### src/rtl/calc_keys_pkg.sv
// -----------------------------------------------------------------------------
// calc_keys_pkg
//   Key-code definitions shared by the keypad encoder and the calculator FSM
//   that decodes its output.
//   - key_code_t : (tipo, number) pair; tipo 0 = digit, 1 = command
//   - KEY_IDLE   : code driven when no key is being reported
//   - CMD_*      : command numbers carried with tipo = 1
//   - kp_state_t : encoder scan/debounce state encoding
//   - decode_row : classifies a synchronized row sample (exactly one low bit)
// -----------------------------------------------------------------------------
package calc_keys_pkg;

  typedef struct packed {
    logic       tipo;
    logic [3:0] number;
  } key_code_t;

  localparam logic [3:0] NUM_IDLE = 4'hF;
  localparam logic [3:0] CMD_ADD  = 4'b1010;
  localparam logic [3:0] CMD_SUB  = 4'b1011;
  localparam logic [3:0] CMD_EQ   = 4'b1100;
  localparam logic [3:0] CMD_CLR  = 4'b1111;

  localparam key_code_t KEY_IDLE = '{tipo: 1'b0, number: NUM_IDLE};

  typedef enum logic [1:0] {
    SCAN     = 2'd0,
    DBNC     = 2'd1,
    EMIT     = 2'd2,
    WAIT_REL = 2'd3
  } kp_state_t;

  typedef struct packed {
    logic       valid;
    logic [1:0] idx;
  } row_hit_t;

  // A sample names a key only when exactly one row is pulled low; no low rows
  // or several low rows (ghosting / multi-press) are both treated as no key.
  function automatic row_hit_t decode_row(input logic [3:0] rows);
    row_hit_t hit;
    hit = '{valid: 1'b0, idx: 2'd0};
    case (rows)
      4'b1110: hit = '{valid: 1'b1, idx: 2'd0};
      4'b1101: hit = '{valid: 1'b1, idx: 2'd1};
      4'b1011: hit = '{valid: 1'b1, idx: 2'd2};
      4'b0111: hit = '{valid: 1'b1, idx: 2'd3};
      default: hit = '{valid: 1'b0, idx: 2'd0};
    endcase
    return hit;
  endfunction

endpackage

### src/rtl/row_sync.sv
// -----------------------------------------------------------------------------
// row_sync
//   Two-flop synchronizer for the asynchronous keypad row inputs. Both stages
//   reset to all ones, i.e. "no row pulled low".
//   Ports:
//     clk      in   system clock
//     reset    in   synchronous, active-high
//     async_i  in   raw row pins (active-low, pulled up)
//     sync_o   out  row value after two flops
// -----------------------------------------------------------------------------
module row_sync #(
  parameter int unsigned Width = 4
) (
  input  logic             clk,
  input  logic             reset,
  input  logic [Width-1:0] async_i,
  output logic [Width-1:0] sync_o
);

  logic [Width-1:0] meta_q;
  logic [Width-1:0] sync_q;

  always_ff @(posedge clk) begin
    if (reset) begin
      meta_q <= '1;
      sync_q <= '1;
    end else begin
      meta_q <= async_i;
      sync_q <= meta_q;
    end
  end

  assign sync_o = sync_q;

endmodule

### src/rtl/keypad_encoder.sv
// -----------------------------------------------------------------------------
// keypad_encoder
//   Scans a 4x4 active-low matrix keypad, debounces presses and releases, and
//   emits one (tipo, number) key code per physical press, held for HOLD_CYCLES
//   clocks with a one-clock key_strobe on its first clock.
//   Parameters:
//     SCAN_DIV     clocks each column is driven before rows are sampled (>=3)
//     DEBOUNCE     identical consecutive samples for press and release (>=1)
//     HOLD_CYCLES  clocks a valid key code is held on tipo/number (>=1)
//   Ports:
//     clk         in   system clock
//     reset       in   synchronous, active-high
//     row[3:0]    in   keypad rows, active-low, asynchronous
//     col[3:0]    out  column drive, active-low, exactly one bit low
//     tipo        out  0 = digit, 1 = command
//     number[3:0] out  digit value or command code (4'hF when idle)
//     key_strobe  out  one-clock pulse on the first clock of each code
// -----------------------------------------------------------------------------
module keypad_encoder
  import calc_keys_pkg::*;
#(
  parameter int unsigned SCAN_DIV    = 4,
  parameter int unsigned DEBOUNCE    = 2,
  parameter int unsigned HOLD_CYCLES = 3
) (
  input  logic       clk,
  input  logic       reset,
  input  logic [3:0] row,
  output logic [3:0] col,
  output logic       tipo,
  output logic [3:0] number,
  output logic       key_strobe
);

  localparam int unsigned DivW  = (SCAN_DIV > 1) ? $clog2(SCAN_DIV) : 1;
  localparam int unsigned CntW  = $clog2(DEBOUNCE + 1);
  localparam int unsigned HoldW = $clog2(HOLD_CYCLES + 1);

  localparam logic [DivW-1:0]  DivLast  = DivW'(SCAN_DIV - 1);
  localparam logic [CntW-1:0]  DbncLast = CntW'(DEBOUNCE);
  localparam logic [HoldW-1:0] HoldLast = HoldW'(HOLD_CYCLES);

  // ---------------------------------------------------------------------------
  // Row synchronizer and sample classification
  // ---------------------------------------------------------------------------
  logic [3:0] row_s;

  row_sync #(
    .Width(4)
  ) u_row_sync (
    .clk    (clk),
    .reset  (reset),
    .async_i(row),
    .sync_o (row_s)
  );

  kp_state_t        state_q;
  logic [DivW-1:0]  div_q;
  logic [1:0]       c_q;
  logic [1:0]       r_q;
  logic [CntW-1:0]  cnt_q;
  logic [HoldW-1:0] hold_q;

  logic     sample_en;
  row_hit_t hit;
  logic     all_high;
  logic     confirm;

  // The dwell counter free-runs, so every state samples on the last clock of a
  // SCAN_DIV window. With the column frozen this gives a steady sample rate
  // for debounce and release; while scanning it also paces column rotation.
  // SCAN_DIV >= 3 leaves the synchronizer two clocks to settle after a move.
  assign sample_en = (div_q == DivLast);
  assign hit       = decode_row(row_s);
  assign all_high  = (row_s == 4'hF);

  // A press is confirmed on the sample that completes DEBOUNCE identical
  // samples. With DEBOUNCE == 1 the first valid sample in SCAN already counts.
  always_comb begin
    confirm = 1'b0;
    if (sample_en && hit.valid) begin
      if (state_q == SCAN) begin
        confirm = (DEBOUNCE == 1);
      end else if (state_q == DBNC) begin
        confirm = (hit.idx == r_q) && ((cnt_q + 1'b1) == DbncLast);
      end
    end
  end

  // ---------------------------------------------------------------------------
  // Key map: index k = 4*row + col. In both confirming cases hit.idx equals the
  // latched row, so the live sample and the driven column give the key.
  // ---------------------------------------------------------------------------
  logic [3:0] key_idx;
  logic       map_valid;
  key_code_t  map_code;

  assign key_idx = {hit.idx, c_q};

  always_comb begin
    map_valid = 1'b1;
    map_code  = KEY_IDLE;
    case (key_idx)
      4'd0:    map_code = '{tipo: 1'b0, number: 4'd1};
      4'd1:    map_code = '{tipo: 1'b0, number: 4'd2};
      4'd2:    map_code = '{tipo: 1'b0, number: 4'd3};
      4'd3:    map_code = '{tipo: 1'b1, number: CMD_ADD};
      4'd4:    map_code = '{tipo: 1'b0, number: 4'd4};
      4'd5:    map_code = '{tipo: 1'b0, number: 4'd5};
      4'd6:    map_code = '{tipo: 1'b0, number: 4'd6};
      4'd7:    map_code = '{tipo: 1'b1, number: CMD_SUB};
      4'd8:    map_code = '{tipo: 1'b0, number: 4'd7};
      4'd9:    map_code = '{tipo: 1'b0, number: 4'd8};
      4'd10:   map_code = '{tipo: 1'b0, number: 4'd9};
      4'd11:   map_code = '{tipo: 1'b1, number: CMD_EQ};
      4'd13:   map_code = '{tipo: 1'b0, number: 4'd0};
      4'd15:   map_code = '{tipo: 1'b1, number: CMD_CLR};
      // '*' (12) and '#' (14) carry no code.
      default: map_valid = 1'b0;
    endcase
  end

  // ---------------------------------------------------------------------------
  // Scan / debounce / emit / release FSM with registered outputs
  // ---------------------------------------------------------------------------
  always_ff @(posedge clk) begin
    if (reset) begin
      state_q    <= SCAN;
      div_q      <= '0;
      c_q        <= 2'd0;
      r_q        <= 2'd0;
      cnt_q      <= '0;
      hold_q     <= '0;
      col        <= 4'b1110;
      tipo       <= KEY_IDLE.tipo;
      number     <= KEY_IDLE.number;
      key_strobe <= 1'b0;
    end else begin
      div_q      <= sample_en ? '0 : div_q + 1'b1;
      key_strobe <= 1'b0;

      case (state_q)
        SCAN, DBNC: begin
          if (confirm) begin
            cnt_q <= '0;
            if (map_valid) begin
              state_q    <= EMIT;
              tipo       <= map_code.tipo;
              number     <= map_code.number;
              key_strobe <= 1'b1;
              // First held clock is the one these assignments produce.
              hold_q     <= HoldW'(1);
            end else begin
              // Unmapped key: stay idle, but still wait for its release.
              state_q <= WAIT_REL;
            end
          end else if (sample_en) begin
            if (state_q == SCAN && hit.valid) begin
              state_q <= DBNC;
              r_q     <= hit.idx;
              cnt_q   <= CntW'(1);
            end else if (state_q == DBNC && hit.valid && hit.idx == r_q) begin
              cnt_q <= cnt_q + 1'b1;
            end else begin
              // No key, or debounce broken: move on to the next column.
              state_q <= SCAN;
              cnt_q   <= '0;
              c_q     <= c_q + 2'd1;
              col     <= {col[2:0], col[3]};
            end
          end
        end

        EMIT: begin
          if (hold_q == HoldLast) begin
            state_q <= WAIT_REL;
            cnt_q   <= '0;
            tipo    <= KEY_IDLE.tipo;
            number  <= KEY_IDLE.number;
          end else begin
            hold_q <= hold_q + 1'b1;
          end
        end

        WAIT_REL: begin
          if (sample_en) begin
            if (!all_high) begin
              cnt_q <= '0;
            end else if ((cnt_q + 1'b1) == DbncLast) begin
              state_q <= SCAN;
              cnt_q   <= '0;
              c_q     <= c_q + 2'd1;
              col     <= {col[2:0], col[3]};
            end else begin
              cnt_q <= cnt_q + 1'b1;
            end
          end
        end

        default: begin
          state_q <= SCAN;
        end
      endcase
    end
  end

endmodule

### config.mk
export PLATFORM = sky130hd
export DESIGN_NAME = keypad_encoder
export DESIGN_NICKNAME = d
export VERILOG_FILES = /design/src/rtl/calc_keys_pkg.sv /design/src/rtl/row_sync.sv /design/src/rtl/keypad_encoder.sv
export SDC_FILE = /design/constraint.sdc
export NUM_CORES = 1
export LEC_CHECK = 0
export CORE_MARGIN = 4
export CORE_UTILIZATION = 35
export CTS_CLUSTER_SIZE = 12
export DETAILED_ROUTE_END_ITERATION = 8
export HOLD_SLACK_MARGIN = 0.06
export SLEW_MARGIN = 20
export SYNTH_ARGS = -nofsm -noshare
export SYNTH_HDL_FRONTEND = slang
export SYNTH_HIERARCHICAL = 1
export SYNTH_SLANG_ARGS = --single-unit
### constraint.sdc
create_clock -name clk -period 2.5 [get_ports clk]
set_input_delay 0.375 -clock clk [delete_from_list [all_inputs] [get_ports clk]]
set_output_delay 0.375 -clock clk [all_outputs]
set_load 0.05 [all_outputs]
# --- Word-level counts from Yosys, hierarchy flattened ---
# Cells that the tools add are included.
word_totals:
  in_bits: 6
  output_inout_bits: 10
  reg_bits: 30
  elab_cells: 129
op_classes:
  bitwise: 2
  muxes: 54
  reduce_logical: 19
  n_addsub: 4
  n_eq_ne: 38
ops:
  columns: ["op", "count"]
  rows:
  - ["5-bit one-hot mux with 14 select lines", 1]
  - ["2-bit 2-to-1 mux", 26]
  - ["4-bit equality test, second input constant", 10]
  - ["4-bit 2-to-1 mux", 10]
  - ["2-bit != test, second input constant", 11]
  - ["4-bit by 3-bit equality test with 1-bit output, second input constant", 5]
  - ["4-bit one-hot mux with 2 select lines", 2]
  - ["14-bit OR reduction", 1]
  - ["2-bit one-hot mux with 3 select lines", 2]
  - ["3-bit one-hot mux with 4 select lines", 1]
  - ["4-bit AND reduction", 3]
  - ["2-bit equality test, second input constant", 5]
  - ["1-bit 2-to-1 mux", 9]
  - ["2-bit by 1-bit adder with 2-bit output, second input constant", 4]
  - ["4-bit by 2-bit equality test with 1-bit output, second input constant", 2]
  - ["2-bit one-hot mux with 2 select lines", 2]
  - ["8-bit AND reduction", 1]
  - ["6-bit AND reduction", 1]
  - ["1-bit logical AND", 5]
  - ["4-bit by 1-bit equality test with 1-bit output, second input constant", 1]
  - ["4-bit logical NOT", 1]
  - ["4-bit != test, second input constant", 1]
  - ["2-bit nonzero test", 2]
  - ["2-bit OR reduction", 2]
  - ["other kinds (8)", 9]

# --- Depth between registers and ports, before layout ---
logic_depth:
  depth_word: 9
  mapped_depth: 9

# --- Cells and area by module ---
# The synthesis kept the hierarchy.
modules_own_cells:
  columns: ["mod", "n_inst", "cells_each", "area_each_um2"]
  rows:
  - ["keypad_encoder", 1, 170, 1390.1]
  - ["row_sync", 1, 16, 210.2]

# --- Worst setup path before layout ---
# Ideal clock, no wire load.
synth_timing:
  path_type: "reg2reg"
  startpoint: "reg u_row_sync.sync_q[1] (netlist: u_row_sync/sync_o[1])"
  endpoint: "reg number[1]"
  arrival_ns: 1.813
  setup_ns: 0.123
  stages_incl_launch_ff: 8
  synth_period_minus_slack_ns: 1.936
  slack_ns: 0.564
  path_cell_list: "dfxtp_1 -> clkbuf_1 -> nand4_1 -> a221oi_4 -> o2111ai_2 -> and2_1 -> buf_6 -> mux2i_1"
synth_between:
  elab_chain_len: 9
synth_lines:
  columns: ["element", "line_no", "text"]
  rows:
  - ["start, declared", "row_sync.sv:21", "logic [Width-1:0] sync_q;"]
  - ["start signal, assigned", "row_sync.sv:29", "sync_q <= meta_q;"]
  - ["4-bit by 3-bit equality test with 1-bit output / 4-bit equality test (equally long branches)", "calc_keys_pkg.sv:43", "case (rows)"]
  - ["3-bit one-hot mux with 4 select lines (*)", "calc_keys_pkg.sv:43", null]
  - ["branches (longest 7 deep; another with 5-bit one-hot mux with 14 select lines)", null, null]
  - ["end signal, assigned", "keypad_encoder.sv:136", "number <= KEY_IDLE.number;"]
  - ["end signal, assigned", "keypad_encoder.sv:149", "number <= map_code.number;"]
  - ["end signal, assigned", "keypad_encoder.sv:179", "number <= KEY_IDLE.number;"]
  - ["end, declared", "keypad_encoder.sv:31", "output logic [3:0] number,"]
# Mark *: on every way between the ends. The select of a mux whose other input is x is not followed.
# A chain may end at the register's enable or synchronous reset.

# --- Final worst setup path ---
layout_timing:
  startpoint: "reg u_row_sync.sync_q[1] (netlist: u_row_sync/sync_o[1])"
  endpoint: "reg number[0]"
# The elaborated chain is that of the path after synthesis.

==> flow_summary.toml <==
[worst_setup_path]
crit_slowest_cell = "dfxtp_1"
reg2reg_from = "u_row_sync/sync_o[1]$_SDFF_PP1_"
r2r_slack_ps = 210
r2r_end = "number[0]$_SDFFE_PP1P_"
required_ps = 2660
crit_chain = "nand2_1, or2_4, a221oi_4, o2111ai_2, and2_1, mux2i_1"
critical_path.top_delay_family = "simple AND/OR/NAND/NOR gates"
crit_fanout = 13
cp.buffers_inverters = 0
cp-start-kind = "register"
rr_worst_depth = 6
max_stage_delay_ps = 580
arrival_ps = 2450
crit_type = "reg2reg"
end_kind = "register"

[synthesis]
synthMuxAreaShare_pct = 4.38
syn_area_per_cell_um2 = 8.60
synth_simple_gate_area_share_pct = 28.2
syn_nets = 201
synth_compound_area_share_pct = 16.5
syn_inst = 186
synth_cell_types = 45
synthTopCellsByCount = "30 x dfxtp_1, 23 x nor2_1, 17 x nand2_1"
synth.area.top_cells = "dfxtp_1 38%, ha_1 7.0%, nor2_1 5.4%"
yosysMostFrequentCell = "dfxtp_1"
synthArstFlopShare_pct = 0
synth_top_family_by_area = "simple AND/OR/NAND/NOR gates"
synth_area_um2 = 1600
synth_top_area_share_pct = 37.5
synth_edf_count = 0
ys_warn_count = 6
yosys_most_used_dff = "dfxtp_1"
synth.yosys.seq_area_share_pct = 37.5
synthXorXnorAreaFrac_pct = 2.19
synth_seq_cells = 30
synth_top_cell_by_area = "dfxtp_1"
yosys.area_share.adder_pct = 7.04

[clocking]
cts_resized = 0
cts_hold_buf = 0
clockBufferDepth = 2
numCtsBuffers = 5
root_buffer = "clkbuf_8"
cts_sinks = 30
cts_tree = "done"
clkSlewWorstSetupHoldPaths_ps = 60
post-cts-setup-buffers = 0
htreeDepth = 2
insertion_delay_ps = 270

[timing]
final.period_utilization_pct = 91.5
hold_viol = 0
skew_ps = 3.66
period_needed_ps = 2290
clock.fmax_mhz = 437
maxSlewHeadroom_pct = 64.6
worst_slack_ps = 212
worst_slew_pin_slew_ps = 522
fin_tns_setup_ps = 0
maxSlewViolCount = 0
rsz0062_at_grt = "false"
finalSetupViolations = 0

[place]
place_hpwl_um = 2420
post_dp_cell_area_um2 = 1820
io_buffers = 15
pre_cts_slack_ps = 260
gp_congestion = 0.883
place_inst = 252

[floorplan]
ios = 16
die_h_um = 75.6
die-area_um2 = 5720
fp.coreArea_um2 = 4380
die_w_um = 75.6
fp-row-count = 24
initial_core_util_pct = 36.5

[grt]
grtUsageTotal_pct = 13.2
antenna_found_initial = 0
grt_pass1_vias = 1302
overflow = 0
grt_max_degree = 31
grt_first_pass_wirelength_um = 5800

[worst_hold_path]
hold_class = "reg2reg"
worstHoldStart = "u_row_sync/meta_q[3]$_SDFF_PP1_"
min_to = "u_row_sync/sync_o[3]$_SDFF_PP1_"
whs_path_depth = 1

[routing]
antenna_left = 0
via_per_inst = 5.36
vias = 1388
wl_per_cell_um = 13.0
dr.pass1.iters = 4
postRouteWirelength_um = 3370
drc_errors = 0
dr.first_iter.drc_count = 205

[cells_and_area]
instances_no_fill = 259
area_delta_synth_final_pct = 18.8
final_util_pct = 43.4
drive_gt1_share_pct = 8.21
fin_area_um2 = 1900
n_antenna_cell = 0
final_nets = 222

[pwr]
p_leak_nw = 0.723
power_density_nw_per_um2 = 535
vdd_drop_max_uv = 404

[job]
cap_violations = 0

[run_status]
outcome = "complete, no violations"
## where the power goes
group | internal (mW) | total [mW] | switching [mW]
clock | 0.191 | 0.350 | 0.159
combinational | 0.0669 | 0.151 | 0.0839
sequential | 0.497 | 0.515 | 0.0176
## worst max-delay path by stage
stage,start,end,cells past startpoint
4_1_cts,u_row_sync/sync_o[1]$_SDFF_PP1_,number[0]$_SDFFE_PP1P_,6
3_3_place_gp,u_row_sync/sync_o[1]$_SDFF_PP1_,number[3]$_SDFFE_PP1P_,6
3_5_place_dp,u_row_sync/sync_o[1]$_SDFF_PP1_,number[0]$_SDFFE_PP1P_,6
2_1_floorplan,u_row_sync/sync_o[1]$_SDFF_PP1_,number[1]$_SDFFE_PP1P_,7
5_1_grt,u_row_sync/sync_o[1]$_SDFF_PP1_,number[1]$_SDFFE_PP1P_,6
6_report,u_row_sync/sync_o[1]$_SDFF_PP1_,number[0]$_SDFFE_PP1P_,6
## kinds of logic (layout without fill, tap and decap cells)
group                      count (synthesis)  count (layout)
DFF                                       30              30
muxes                                      7               7
adders and majority gates                  9               9
and+or+nand+nor                           87              87
buffers and inverters                     14              35
xor gates and xnor gates                   4               4
AOI/OAI and AO/OA                         35              35
## cells in the final DEF, fill, tap and decap left out, types with 5 or more instances in the layout
cell	n
ha_1	9
or2_1	8
clkdlybuf4s50_1	15
clkbuf_8	5
buf_4	7
o21ai_0	5
nor2b_1	6
dfxtp_1	30
a21oi_1	10
nor2_1	23
and3_1	6
nand3_1	6
mux2i_1	7
inv_1	6
nand2_1	17
## sequential cells by signal (all words and copies together) (netlist names), 2 cells and up
name and count:
cnt_q 2, col 4, r_q 2, u_row_sync/sync_o 4, div_q 2, state_q 2
number 4, c_q 2, u_row_sync/meta_q 4, hold_q 2
## area by class of cell
type,instances,area (um2)
clock buffers,7,76.3
fillers,441,2480
inverters,6,22.5
multi-input cells,142,933
flip-flops and latches,30,601
well taps,52,65.1
repair buffers,22,203
## metal layers
layer  track usage, %  part of all wire, %
met3             3.69                  5.2
met4             5.63                  2.0
met1             17.6                   49
met5                0                    0
met2             20.1                   44
## through the flow
stage	hold WS [ps]	total power [mW]
finish	405	1.02
global route	421	1.07
CTS	411	1.03
detailed placement	396	0.675
global placement	387	0.674
floorplan	383	0.628
## worst register-to-register path, stage by stage, from the launching register on
cell and delay, ps:
dfxtp_1 580, nand2_1 230, or2_4 300, a221oi_4 370, o2111ai_2 250, and2_1 310, mux2i_1 140
Power figures use the tool's default switching activity.
